**config.mk**
```make
export PLATFORM = sky130hd
export DESIGN_NAME = pc_sequencer
export DESIGN_NICKNAME = d
export VERILOG_FILES = /design/src/rtl/pc_sequencer.sv
export SDC_FILE = /design/constraint.sdc
export NUM_CORES = 1
export LEC_CHECK = 0
export BUFFER_PORTS_ARGS = -buffer_cell sky130_fd_sc_hd__clkbuf_2
export CORE_ASPECT_RATIO = 0.7
export CORE_MARGIN = 3
export CORE_UTILIZATION = 35
export DETAILED_ROUTE_END_ITERATION = 10
export PLACE_DENSITY_LB_ADDON = 0.1
export SETUP_SLACK_MARGIN = 0.05
export SYNTH_ARGS = -nofsm -noshare
export SYNTH_HDL_FRONTEND = slang
export SYNTH_SLANG_ARGS = --single-unit
export TNS_END_PERCENT = 100
```
**constraint.sdc**
```tcl
create_clock -name clk -period 4.3 [get_ports clk]
set_clock_uncertainty 0.2 [all_clocks]
set_input_delay 0.86 -clock clk [delete_from_list [all_inputs] [get_ports clk]]
set_output_delay 0.86 -clock clk [all_outputs]
set_load 0.05 [all_outputs]
```
**src/rtl/pc_sequencer.sv**
```systemverilog
// PC sequencer for the single-cycle datapath: owns the PC, runs the FETCH/EXEC
// handshake with instruction memory, decodes the next-PC mux select and counts retirements.
module pc_sequencer #(
  parameter logic [31:0] RESET_VECTOR     = 32'h0000_0000,
  parameter bit          HALT_ON_MISALIGN = 1'b1
) (
  input  logic        clk,
  input  logic        rst,
  input  logic        imem_ready,
  input  logic        stall,
  input  logic        branch,
  input  logic        jal,
  input  logic        jalr,
  input  logic [2:0]  funct3,
  input  logic        alu_zero,
  input  logic        alu_lt,
  input  logic        alu_ltu,
  input  logic [31:0] pc_next,
  output logic [31:0] pc,
  output logic [1:0]  pc_src,
  output logic        imem_req,
  output logic        exec_en,
  output logic        trap,
  output logic [1:0]  state,
  output logic [31:0] retire_cnt
);

  typedef enum logic [1:0] {
    IDLE  = 2'b00,
    FETCH = 2'b01,
    EXEC  = 2'b10,
    HALT  = 2'b11
  } state_e;

  state_e      state_q, state_d;
  logic [31:0] pc_q, pc_d;
  logic [31:0] retire_q, retire_d;
  logic        trap_q, trap_d;
  logic        taken;
  logic        misalign;

  always_comb begin
    case (funct3)
      3'b000:  taken = alu_zero;
      3'b001:  taken = !alu_zero;
      3'b100:  taken = alu_lt;
      3'b101:  taken = !alu_lt;
      3'b110:  taken = alu_ltu;
      3'b111:  taken = !alu_ltu;
      default: taken = 1'b0;
    endcase
  end

  // jalr outranks jal, which outranks a taken branch; 2'b11 is never produced.
  always_comb begin
    if (jalr)                pc_src = 2'b00;
    else if (jal)            pc_src = 2'b10;
    else if (branch && taken) pc_src = 2'b10;
    else                     pc_src = 2'b01;
  end

  assign misalign = HALT_ON_MISALIGN && (pc_next[1:0] != 2'b00);

  always_comb begin
    state_d  = state_q;
    pc_d     = pc_q;
    retire_d = retire_q;
    trap_d   = trap_q;
    case (state_q)
      IDLE:  state_d = FETCH;
      FETCH: if (imem_ready) state_d = EXEC;
      EXEC: begin
        // A stall masks a misaligned target, so no trap is raised while stalled.
        if (!stall) begin
          if (misalign) begin
            trap_d  = 1'b1;
            state_d = HALT;
          end else begin
            pc_d     = pc_next;
            retire_d = retire_q + 32'd1;
            state_d  = FETCH;
          end
        end
      end
      default: state_d = HALT;
    endcase
  end

  always_ff @(posedge clk) begin
    if (rst) begin
      state_q  <= IDLE;
      pc_q     <= RESET_VECTOR;
      retire_q <= 32'd0;
      trap_q   <= 1'b0;
    end else begin
      state_q  <= state_d;
      pc_q     <= pc_d;
      retire_q <= retire_d;
      trap_q   <= trap_d;
    end
  end

  assign imem_req   = (state_q == FETCH);
  assign exec_en    = (state_q == EXEC) && !stall && !misalign;
  assign pc         = pc_q;
  assign trap       = trap_q;
  assign state      = state_q;
  assign retire_cnt = retire_q;

endmodule

```
======== After elaboration in Yosys (flattened, before gate mapping) ========
Cells that the tools add are included.
operators by class
  bitwise logic cells ..................... 2
  reductions and logical operators ........ 14
  $add $sub $neg .......................... 1
  mux-type cells .......................... 8
  equal/unequal tests ..................... 9
operators with widths
  kind                     count
  $add A32 B1 Y32 const B  1
  $eq A3 B3 Y1 const B     4
  $mux W2                  6
  $pmux W1 S6              1
  $pmux W2 S3              1
  $reduce_and A3 Y1        2
  $logic_not A1 Y1         5
  $ne A2 B2 Y1 const B     2
  $eq A3 B1 Y1 const B     1
  $logic_and A1 B1 Y1      3
  $logic_not A3 Y1         1
  $eq A2 B1 Y1 const B     1
  $eq A2 B2 Y1 const B     1
  $logic_not A2 Y1         1
  $not A1 Y1               2
  $reduce_and A2 Y1        1
  $reduce_bool A2 Y1       1
word-level totals
  register bits after elaboration ......... 67
  word-level logic and storage cells ...... 38
  input bits .............................. 45

======== Longest topological paths before layout ========
Gate-level depths: netlist of run 1.
  word-level depth ........................ 6
  gate-level depth with buffers ........... 6

======== Worst setup path after synthesis of run 1 ========
Ideal clock, no wire load.
  path type ............................... input to output
  start ................................... input funct3[2]
  end ..................................... output pc_src[0]
  cell stages on the path ................. 4
  buffers on the path ..................... 0
  data required time ...................... 3240 ps
  arrival ................................. 2514 ps
  slack ................................... 726 ps
  cell sequence ........................... mux2i_1 xor2_1 o21ai_0 a211oi_1
between the ends
  word-level cells in the longest chain between the ends .. 6
ends and longest elaborated chain
  what                                        line  text
  from (decl)                                 14    input logic [2:0] funct3,
  $eq A3 B3 Y1, or another cell as far along  43    case (funct3)
  $pmux W1 S6 (*)                             43
  $logic_and A1 B1 Y1 (*)                     58    else if (branch && taken) pc_src = 2'b10;
  $mux W2 (*)                                 58
  $mux W2 (*)                                 57    else if (jal) pc_src = 2'b10;
  $mux W2 (*)                                 56    if (jalr) pc_src = 2'b00;
  to (decl)                                   20    output logic [1:0] pc_src,
Mark *: on every way between the ends. The rest lies on a longest branch, timed or not.

======== Worst setup path after layout of run 1 ========
Same ends and word-level chain as after synthesis.

==> results.json, run 1 <==
{
  "ys_seq_area_share_pct": 46.9,
  "synth.most_common_cell": "nand2_1",
  "wl_per_cell_um": 13.6,
  "max_slew_margin_pct": 28.3,
  "clkPwrFrac_pct": 50.3,
  "io_buffers": 115,
  "ant_nets": 0,
  "first_pass_iters": 4,
  "worstHoldStart": "pc[3]",
  "fp.coreArea_um2": 7610,
  "synth.area.top_cells": "dfxtp_1 (47%), nand2_1 (9.6%), a21oi_1 (8.6%)",
  "worstSetupPathType": "primary input to primary output",
  "fin_crit_ns": 3.05,
  "ir_drop_mv": 0.222,
  "startpoint": "funct3[2]",
  "start_util_pct": 37.6,
  "synthFlopType": "dfxtp_1",
  "endpoint_kind": "primary output",
  "ys_async_sr_fraction_pct": 0,
  "die_y_um": 81.7,
  "drive_gt1_share_pct": 30.3,
  "worst_pin_slew_ns": 1.08,
  "grt_pass1_vias": 2481,
  "cp_data_required_time_ns": 3.24,
  "power.density_nw_per_um2": 377,
  "drt_iter0_drc": 128,
  "n_fill_cell": 756,
  "globalplace.congestion": 0.770,
  "cts_root_buf": "clkbuf_16",
  "synth_common_cells": "nand2_1 (73), dfxtp_1 (67), a21oi_1 (49)",
  "synth_top_cell_by_area": "dfxtp_1",
  "totalNegativeSetupSlack_ns": 0,
  "netSwitchingFraction_pct": 21.3,
  "cts_sinks": 67,
  "dieArea_um2": 9320,
  "ys_ff_latch": 67,
  "max_cap_viol_count": 0,
  "area_delta_synth_final_pct": 33.2,
  "wirelength_um": 7640,
  "leakage_nw": 1.53,
  "vias_per_cell": 5.06,
  "finalHoldViolCount": 0,
  "status": "finished clean",
  "synth_edf_count": 0,
  "clock_latency_ns": 0.32,
  "grt_pass1_wl_um": 12300,
  "max_stage_delay_ns": 0.31,
  "dpl.hpwl_um": 5490,
  "r2r-start": "retire_cnt[0]",
  "cp_cell_sequence": "clkbuf_2 -> mux2i_1 -> xor2_1 -> o21ai_0 -> a211oi_1 -> clkbuf_2",
  "cts_setup_buffers": 0,
  "total_power_mw": 1.44,
  "cts_made_buffers": 9,
  "critical_path.most_common_cell": "clkbuf_2",
  "postSynthCellCount": 351,
  "post-route-period-util_pct": 70.9,
  "syn_nets": 397,
  "crit_slowest_cell": "clkbuf_2",
  "crit_path_max_fanout": 2,
  "antenna_found_initial": 0,
  "num_vias": 2850,
  "comb_power_share_pct": 5.8,
  "syn_area_um2": 2860,
  "setup_violations": 0,
  "synth_warnings": 0,
  "nets": 507,
  "fmax_mhz": 328,
  "boundaryPins": 116,
  "seqPwrFrac_pct": 43.9,
  "hp-class": "flip-flop to flip-flop",
  "grt_usage_pct": 16.4,
  "cts_tree": "done",
  "rsz0062_at_grt": "no",
  "maxSlewViolCount": 0,
  "grt_max_degree": 54,
  "cts_buffer_depth": 2,
  "cp_num_buf_inv": 2,
  "h-tree-depth": 3,
  "yosysTopAreaCellShare_pct": 46.9,
  "cp_top_family": "buffers and inverters",
  "synth.distinct_cells": 36,
  "cts_resized": 0,
  "postCtsHoldBufs": 0,
  "grt_overflow": 0,
  "intPower_mw": 1.13,
  "cp.arrival_ns": 1.99,
  "switchingPower_mw": 0.305,
  "startpoint_type": "primary input",
  "clk_pin_slew_ns": 0.06,
  "row_count": 26,
  "post_synth.cell_area_avg_um2": 8.16,
  "drc_errors": 0,
  "dieWidth_um": 114,
  "diodes": 0
}
-- cells by family (layout without fill, tap and decap cells) --
family	after synthesis	count (layout)	synth area share [%]
and+or+nand+nor	168	168	29.7
AOI/OAI and AO/OA	72	72	13.8
DFF	67	67	46.9
buffers and inverters	26	140	3.45
xor gates and xnor gates	10	10	3.06
muxes	7	7	2.71
adders and majority gates	1	1	0.437
-- layer usage --
metal | GRT usage, % | vias up | routed length, um
met3 | 5.30 | 11 | 617
li1 | - | 1474 | -
met1 | 24.1 | 1264 | 3860
met2 | 22.8 | 101 | 3090
met4 | 4.98 | 0 | 79
met5 | 0 | - | 0
-- path summary, 6_finish.rpt --
kind | to | slack [ns] | cells past startpoint
max | pc_src[0] | 1.25 | 6
min | pc[3] | 0.25 | 2
max reg2reg | retire_cnt[26] | 1.57 | 5
min reg2reg | pc[3] | 0.25 | 2
-- layout make-up --
class | count | area (um2) | area share (%)
timing repair buffer | 120 | 613 | 16.1
tap | 98 | 123 | 3.22
inverter | 5 | 18.8 | 0.492
clock buffer | 13 | 260 | 6.82
multi-input combinational | 258 | 1420 | 37.3
clock inverter | 2 | 35.0 | 0.919
sequential | 67 | 1340 | 35.2
-- cell usage in the layout (no fill, tap or decap), types with 7 or more instances in the layout --
| cell | n |
|---|---|
| a21oi_1 | 49 |
| clkbuf_16 | 9 |
| clkbuf_2 | 115 |
| dfxtp_1 | 67 |
| nand2_1 | 73 |
| nand3_1 | 12 |
| nand4_1 | 10 |
| nor2_1 | 19 |
| nor2b_1 | 7 |
| o21ai_0 | 10 |
| o31ai_1 | 10 |
| or3_1 | 9 |
| or4_1 | 12 |
-- registers in the layout (all words and copies together), names as in the netlist --
signal and flops:
trap 1, retire_cnt 32, pc 32, state 2
-- worst reg2reg max path: cells and delay by family, from the launching register on --
kind                       cells  cell delay, ns
AOI/OAI and AO/OA              1            0.14
adders and majority gates      1            0.23
DFF                            1            0.42
and+or+nand+nor                3            1.65
-- power by group through the flow --
| stage | clock, mW | sequential, mW | combinational, mW |
|---|---|---|---|
| 4_1_cts | 0.741 | 0.630 | 0.0847 |
| 3_5_place_dp | 0 | 0.644 | 0.0845 |
| 6_report | 0.722 | 0.631 | 0.0838 |
| 5_1_grt | 0.774 | 0.631 | 0.0915 |
| 3_3_place_gp | 0 | 0.643 | 0.0836 |
| 2_1_floorplan | 0 | 0.658 | 0.0345 |
-- metrics by stage --
step	hold slack, ns	instances	setup WS [ns]	area (um2)	util, %
4_1_cts	0.256	563	1.25	3810	50.1
5_1_grt	0.270	563	1.17	3810	50.1
3_3_place_gp	0.241	548	1.26	3520	46.2
3_5_place_dp	0.249	548	1.24	3520	46.2
6_report	0.252	563	1.25	3810	50.1
2_1_floorplan	0.474	351	0.726	2860	-
(Power assumes the default switching activity.)
==> inputs of run 2 (changes only) <==
==> constraint.sdc (replaced) <==
create_clock -name clk -period 3.1 [get_ports clk]
set_clock_uncertainty 0.2 [all_clocks]
set_input_delay 0.62 -clock clk [delete_from_list [all_inputs] [get_ports clk]]
set_output_delay 0.62 -clock clk [all_outputs]
set_load 0.05 [all_outputs]
==> run 2 against run 1 <==
Effect of this change: global-route usage increased by 0.42 points; clock power increased by 25%; wire length increased by 3.1%; non-clock buffer count grew 2; largest power group unchanged.
==> results.json, run 2 (same netlist as run 1, synthesis figures left out) <==
{
  "status": "finished clean",
  "fin_crit_ns": 2.73,
  "totalNegativeSetupSlack_ns": 0,
  "cp.arrival_ns": 2.77,
  "ant_nets": 0,
  "worstHoldStart": "pc[23]",
  "timing.rr.end": "retire_cnt[26]",
  "r2r-start": "retire_cnt[0]",
  "rsz0062_at_grt": "no",
  "dpl.hpwl_um": 5670,
  "grt_overflow": 0,
  "cts_buffer_depth": 2,
  "setup_violations": 0,
  "post-route-period-util_pct": 88.1,
  "clock_latency_ns": 0.32,
  "cts_made_buffers": 9,
  "row_count": 26,
  "cts_sinks": 67,
  "fmax_mhz": 366,
  "dieArea_um2": 9320,
  "clk_pin_slew_ns": 0.06,
  "startpoint_type": "flip-flop",
  "drc_errors": 0,
  "cts_setup_buffers": 0,
  "n_fill_cell": 791,
  "cts_root_buf": "clkbuf_16",
  "nets": 509,
  "worstHoldEndpoint": "pc[23]",
  "cp_data_required_time_ns": 3.14,
  "startpoint": "retire_cnt[0]",
  "grt_pass1_wl_um": 12400,
  "num_vias": 2892,
  "drive_gt1_share_pct": 31.0,
  "endpoint_kind": "flip-flop",
  "max_cap_viol_count": 0,
  "cts_tree": "done",
  "grt_pass1_vias": 2515,
  "final_common_cell": "clkbuf_2",
  "postCtsHoldBufs": 0,
  "drt_iter0_drc": 100,
  "mostFrequentLayoutCells": "clkbuf_2 (115), nand2_1 (73), dfxtp_1 (67)",
  "grt_max_degree": 45,
  "leakage_nw": 1.52,
  "diodes": 0,
  "vias_per_cell": 5.11,
  "globalplace.congestion": 0.799,
  "dieWidth_um": 114,
  "boundaryPins": 116,
  "power.density_nw_per_um2": 498,
  "h-tree-depth": 3,
  "ir_drop_mv": 0.195,
  "worstSetupPathType": "flip-flop to flip-flop",
  "cts_resized": 0,
  "worst_hold_slack_ns": 0.254,
  "finalHoldViolCount": 0,
  "first_pass_iters": 5,
  "fp.coreArea_um2": 7610,
  "r2r_cells": 5,
  "area_delta_synth_final_pct": 32.8,
  "crit_path_max_fanout": 5,
  "start_util_pct": 37.6,
  "final_util_pct": 49.9,
  "hp-class": "flip-flop to flip-flop",
  "io_buffers": 115,
  "reg2reg_setup_slack_ns": 0.37,
  "worst_pin_slew_ns": 0.889,
  "hold_path_depth": 2,
  "maxSlewViolCount": 0,
  "wl_per_cell_um": 13.9,
  "wirelength_um": 7880,
  "antenna_found_initial": 0,
  "grt_usage_pct": 16.9,
  "die_y_um": 81.7,
  "max_slew_margin_pct": 40.7
}
run 2: changes by cell type in the layout (fill, tap and decap cells not counted):
cell | previous run | this run
a211oi_1 | 1 | 0
a211oi_2 | 0 | 1
buf_4 | 5 | 7
bufinv_16 | 1 | 0
clkbuf_8 | 2 | 0
clkinv_2 | 1 | 3
clkinvlp_4 | 0 | 2
run 2: stage by stage:
step	area, um2	cells	power (mW)	worst slack, ns
after CTS	3800	566	1.92	0.367
after floorplan	2870	351	0.962	0.211
final	3800	566	1.89	0.368
after global routing	3800	566	1.97	0.237
after global placement	3540	550	1.01	0.308
after detailed placement	3540	550	1.01	0.257
run 2: worst max-delay path, cell delays in order (launching register included):
cell and delay (ns):
dfxtp_1 0.44, ha_1 0.22, or4bb_1 0.57, or4_4 0.58, or4_1 0.48, a21oi_1 0.15
run 2: worst max-delay path by stage:
stage	end	slack, ns
after floorplan	retire_cnt[26]	0.21
after global placement	retire_cnt[31]	0.31
after detailed placement	retire_cnt[31]	0.26
after CTS	retire_cnt[26]	0.37
after global routing	retire_cnt[26]	0.24
final	retire_cnt[26]	0.37
run 2: where the power goes:
part | switching, mW | leakage, nW | total (mW) | internal (mW)
Combinational | 0.0774 | 0.850 | 0.118 | 0.0408
Clock | 0.365 | 0.125 | 0.901 | 0.536
Sequential | 0.00641 | 0.540 | 0.874 | 0.868
run 2: routing by layer:
layer | vias to the layer above | share of wire [%] | track usage, %
met4 | 0 | 2.0 | 6.52
li1 | 1467 | - | -
met5 | - | 0 | 0
met1 | 1307 | 48 | 23.2
met2 | 102 | 42 | 23.9
met3 | 16 | 8.2 | 6.33
run 2: final cells by class:
cell class	instances	area, um2	share of cell area (%)
inverter	5	18.8	0.494
timing repair buffer	122	628	16.5
clock buffer	11	233	6.12
clock inverter	5	30.0	0.790
tap	98	123	3.23
sequential	67	1340	35.3
multi-input combinational	258	1430	37.6
